$ cat src/rtl/regfile_mp.sv
// regfile_mp: parametrised multi-port register file for the MIPS datapath.
//   Two write ports (port 1 wins on an address collision), NRD combinational
//   read ports, optional same-cycle write-to-read bypass, optional hardwired
//   zero register, and a one-entry-per-cycle clear sweep reported by ready.
//
// Ports:
//   clk      in   clock, all state changes on the rising edge
//   rst      in   synchronous active-high reset (restarts the clear sweep)
//   rd_addr  in   NRD packed read addresses, port k = [k*ADDR_W +: ADDR_W]
//   rd_data  out  NRD packed read data,      port k = [k*DATA_W +: DATA_W]
//   we0/waddr0/wdata0  in  write port 0
//   we1/waddr1/wdata1  in  write port 1 (higher priority)
//   clr_req  in   one-cycle request to re-run the clear sweep
//   ready    out  1 = file valid and accepting writes, 0 = sweep in progress
module regfile_mp #(
    parameter int DATA_W   = 32,
    parameter int ADDR_W   = 5,
    parameter int NRD      = 2,
    parameter bit BYPASS   = 1'b1,
    parameter bit ZERO_REG = 1'b1
) (
    input  logic                    clk,
    input  logic                    rst,
    input  logic [NRD*ADDR_W-1:0]   rd_addr,
    output logic [NRD*DATA_W-1:0]   rd_data,
    input  logic                    we0,
    input  logic [ADDR_W-1:0]       waddr0,
    input  logic [DATA_W-1:0]       wdata0,
    input  logic                    we1,
    input  logic [ADDR_W-1:0]       waddr1,
    input  logic [DATA_W-1:0]       wdata1,
    input  logic                    clr_req,
    output logic                    ready
);

    localparam int DEPTH = 2 ** ADDR_W;
    localparam logic [ADDR_W-1:0] LAST_IDX = ADDR_W'(DEPTH - 1);

    typedef enum logic {CLEAR = 1'b0, RUN = 1'b1} state_t;

    state_t            state;
    logic [ADDR_W-1:0] clr_idx;
    logic [DATA_W-1:0] mem [DEPTH];

    // Write qualifiers: only in RUN, not on a clr_req edge, never to the
    // hardwired zero entry.
    logic wr_ok;
    logic wr0_go;
    logic wr1_go;

    assign wr_ok  = (state == RUN) && !clr_req;
    assign wr0_go = wr_ok && we0 && !(ZERO_REG && (waddr0 == '0));
    assign wr1_go = wr_ok && we1 && !(ZERO_REG && (waddr1 == '0));

    // Control FSM with registered ready.
    always_ff @(posedge clk) begin
        if (rst) begin
            state   <= CLEAR;
            clr_idx <= '0;
            ready   <= 1'b0;
        end else begin
            case (state)
                CLEAR: begin
                    if (clr_idx == LAST_IDX) begin
                        state   <= RUN;
                        ready   <= 1'b1;
                        clr_idx <= '0;
                    end else begin
                        clr_idx <= clr_idx + 1'b1;
                    end
                end
                RUN: begin
                    if (clr_req) begin
                        state   <= CLEAR;
                        clr_idx <= '0;
                        ready   <= 1'b0;
                    end
                end
                default: begin
                    state   <= CLEAR;
                    clr_idx <= '0;
                    ready   <= 1'b0;
                end
            endcase
        end
    end

    // Storage has no parallel reset; the sweep zeroes it one entry per edge.
    // Port 1 is written last so it overrides port 0 on an equal address.
    always_ff @(posedge clk) begin
        if (!rst) begin
            if (state == CLEAR) begin
                mem[clr_idx] <= '0;
            end else begin
                if (wr0_go) mem[waddr0] <= wdata0;
                if (wr1_go) mem[waddr1] <= wdata1;
            end
        end
    end

    // Combinational read ports. Bypass only forwards writes that will
    // actually commit on the coming edge, so it is dead in CLEAR, on a
    // clr_req cycle, and for the zero entry.
    logic [ADDR_W-1:0] ra;

    always_comb begin
        rd_data = '0;
        ra      = '0;
        for (int k = 0; k < NRD; k++) begin
            ra = rd_addr[k*ADDR_W +: ADDR_W];
            if (state == CLEAR)
                rd_data[k*DATA_W +: DATA_W] = '0;
            else if (ZERO_REG && (ra == '0))
                rd_data[k*DATA_W +: DATA_W] = '0;
            else if (BYPASS && wr1_go && (waddr1 == ra))
                rd_data[k*DATA_W +: DATA_W] = wdata1;
            else if (BYPASS && wr0_go && (waddr0 == ra))
                rd_data[k*DATA_W +: DATA_W] = wdata0;
            else
                rd_data[k*DATA_W +: DATA_W] = mem[ra];
        end
    end

endmodule

$ cat config.mk
export PLATFORM = sky130hd
export DESIGN_NAME = regfile_mp
export DESIGN_NICKNAME = d
export VERILOG_FILES = /design/src/rtl/regfile_mp.sv
export SDC_FILE = /design/constraint.sdc
export NUM_CORES = 2
export LEC_CHECK = 0
export BUFFER_PORTS_ARGS = -buffer_cell sky130_fd_sc_hd__buf_2
export CORE_MARGIN = 1.5
export CORE_UTILIZATION = 40
export DETAILED_ROUTE_END_ITERATION = 12
export GPL_TIMING_DRIVEN = 0
export PLACE_DENSITY = 0.59
export SLEW_MARGIN = 20
export SYNTH_ARGS = -nofsm -noshare
export SYNTH_HDL_FRONTEND = slang
export SYNTH_SLANG_ARGS = --single-unit
$ cat constraint.sdc
create_clock -name clk -period 7 [get_ports clk]
set_input_delay 1.05 -clock clk [delete_from_list [all_inputs] [get_ports clk]]
set_output_delay 1.05 -clock clk [all_outputs]
set_load 0.005 [all_outputs]
==> results.ini <==
[worst_setup_path]
crit_path_frequent_cell = buf_2
worstPathArrival_ns = 4.93
r2r_start = state
reg2reg_depth = 8
cp_top_family = buffers and inverters
cp.required_ns = 5.95
path_cells = buf_4 -> buf_6 -> buf_2 -> buf_2 -> nor3_1 -> nand2_1 -> nand3b_1 -> buf_2 -> o221ai_1 -> buf_2
cp-end-kind = primary output
cpMaxStageDelayCell = o221ai_1
crit_type = input port to primary output
critPathLaunchType = input port
rrSetupSlack_ns = 2.91
critPathMaxStageDelay_ns = 0.79
reg2reg_to = mem[0][26]
worst-path-buf-inv = 6
cp_max_fo = 10

[run_status]
status = finished, final reports clean

[cts]
insertion_delay_ns = 0.76
tritoncts = yes
post_cts_buffers = 0
h-tree-depth = 3
clk_pin_slew_ns = 0.05
numCtsBuffers = 118
clkSinkCount = 1031
clockRootBuffer = clkbuf_16
clock_path_buffers = 3
cts-resized-gates = 0
holdBufCountCts = 0

[synth]
postSynthCellCount = 5425
yosysTopAreaCellShare_pct = 50.5
yosysSeqAreaShare_pct = 50.7
synth-main-ff-cell = edfxtp_1
synth_common_cells = nand2_1, edfxtp_1, o21ai_0
ys_top_cells_by_area = edfxtp_1, mux4_2, nand2_1
async_flop_share_pct = 0
yosys.area.top_type = edfxtp_1
synth_edf_count = 1024
syn_area_per_cell_um2 = 11.2
yosysMostFrequentCell = nand2_1
synthesis.area_um2 = 60900
ys.warnings.count = 0
synth_cell_types = 51
synth_fp_nets = 5516
synth_seq_cells = 1031

[power_and_ir_drop]
clkPwrFrac_pct = 43.4
power_density_nw_per_um2 = 206
switching_share_pct = 25.2
fin_total_pwr_mw = 14.3
power_leakage_nw = 20.8
seq_power_share_pct = 47.4
p_comb_share_pct = 9.2
p_int_mw = 10.7
ir_drop_mv = 0.185
p_sw_mw = 3.59

[drt]
ant_nets = 0
wire_per_inst_um = 33.0
vias = 50544
wirelength_um = 258000
via_per_inst = 6.46
drt_iter0_drc = 7701
drc = 0
drt-pass1-iter-count = 6

[global_routing]
grt_pass1_wl_um = 356000
gr-total-overflow = 0
grt.total_usage_pct = 33.0
first_global_vias = 48607
grt_antenna_before_repair = 14
grt_max_degree = 22

[final_layout]
layout-drive-gt1-share_pct = 22.6
final_util_pct = 46.1
final_nets = 5795
syn_to_final_growth_pct = 13.9

[floorplanning]
num_io_pins = 154
die_width_um = 393
core_area_um2 = 150000
start_util_pct = 40.5
die_y_um = 393
die_area_um2 = 155000
placementRows = 142

[placed_design]
port_buffers = 108
gp_congestion = 1.03
place_hpwl_um = 201000
preCtsSetupSlack_ns = 1.33

[sta]
setup_viol = 0
slew_headroom_pct = 16.6
clock_skew_ns = 0.0244
finalHoldViolations = 0
slew_violations = 0
max_freq_mhz = 167
fin_ws_ns = 1.02
hold-worst-slack_ns = 0.552
finalCritPeriodShare_pct = 85.5
tightestPinTransition_ns = 1.25
finalCriticalPeriod_ns = 5.98
rsz0062_at_grt = no

[worst_hold_path]
hold_class = flop to flop
whs_path_depth = 2
worstHoldStart = clr_idx[2]
hold_end = clr_idx[2]

[flow_run]
maxCapViolCount = 0

[power groups by stage]
stage	Clock (mW)	Sequential, mW	Combinational, mW
2_1_floorplan	0	6.88	0.721
3_3_place_gp	0	6.89	1.22
3_5_place_dp	0	6.88	1.27
4_1_cts	6.17	6.75	1.27
5_1_grt	6.39	6.75	1.33
6_report	6.19	6.75	1.31
[how the worst max path moves through the flow]
stage	from	endpoint	cells after the start	slack, ns
floorplan	waddr0[0]	mem[1][0]	8	2.59
global placement	clr_req	mem[2][26]	8	-0.42
detailed placement	rd_addr[5]	rd_data[47]	10	1.33
CTS	rd_addr[5]	rd_data[47]	10	1.32
global route	rd_addr[5]	rd_data[46]	10	1.09
finish	rd_addr[5]	rd_data[46]	10	1.02
[layout by cell type (no fill, tap or decap), types with 33 or more instances in the layout]
cell type	n
clkbuf_16	122
nand2_1	1359
clkbuf_1	433
a221oi_1	64
mux4_2	384
o221ai_1	53
edfxtp_1	1024
a22oi_1	256
buf_2	277
buf_16	33
nand3_1	66
mux2_2	258
inv_1	35
o21ai_0	994
nand2b_1	72
[flip-flops by register name, summed over array words and instances, names as in the netlist]
signal,cells
ready,1
state,1
mem,1024
clr_idx,5
[tightest hold or removal path: cells and delay by family (launching register included)]
kind | cells | cell delay (ns)
flops | 1 | 0.35
compound gates | 2 | 0.15
[kinds of logic (layout without fill, tap and decap cells)]
group           Yosys count  count (layout)  synth area share, %
buf+inv                 708            1083                 5.23
other cells               0               7                    0
fa+ha+maj                 2               2               0.0411
mux                     646             646                 19.0
simple gates           1593            1593                 10.8
xor+xnor                 20              20                0.288
flops                  1031            1031                 50.7
compound gates         1425            1425                 13.8
[area by class of cell]
type                    instances  area (um^2)
diodes                          7         17.5
plain buffers                 673         3070
clock buffers                 144         3140
clock inverters                72          596
fillers                     13783        81100
inverters                      35          131
multi-input cells            3686        27300
flip-flops and latches       1031        30900
well taps                    2016         2520
repair buffers                159         1710
[layer usage]
| metal | global-route usage [%] | share of wire (%) | vias up |
|---|---|---|---|
| met4 | 25.5 | 9.2 | 0 |
| met3 | 7.46 | 11 | 754 |
| met2 | 47.4 | 42 | 3523 |
| li1 | - | - | 20951 |
| met5 | 0 | 0 | - |
| met1 | 43.2 | 37 | 25316 |
[per-stage QoR]
step	TNS (ns)	instance area, um^2	cells
2_1_floorplan	0	60900	5425
3_3_place_gp	-33.93	63900	7549
3_5_place_dp	0	65600	7600
4_1_cts	0	69300	7816
5_1_grt	0	69300	7818
6_report	0	69300	7823
(Power assumes the default switching activity.)
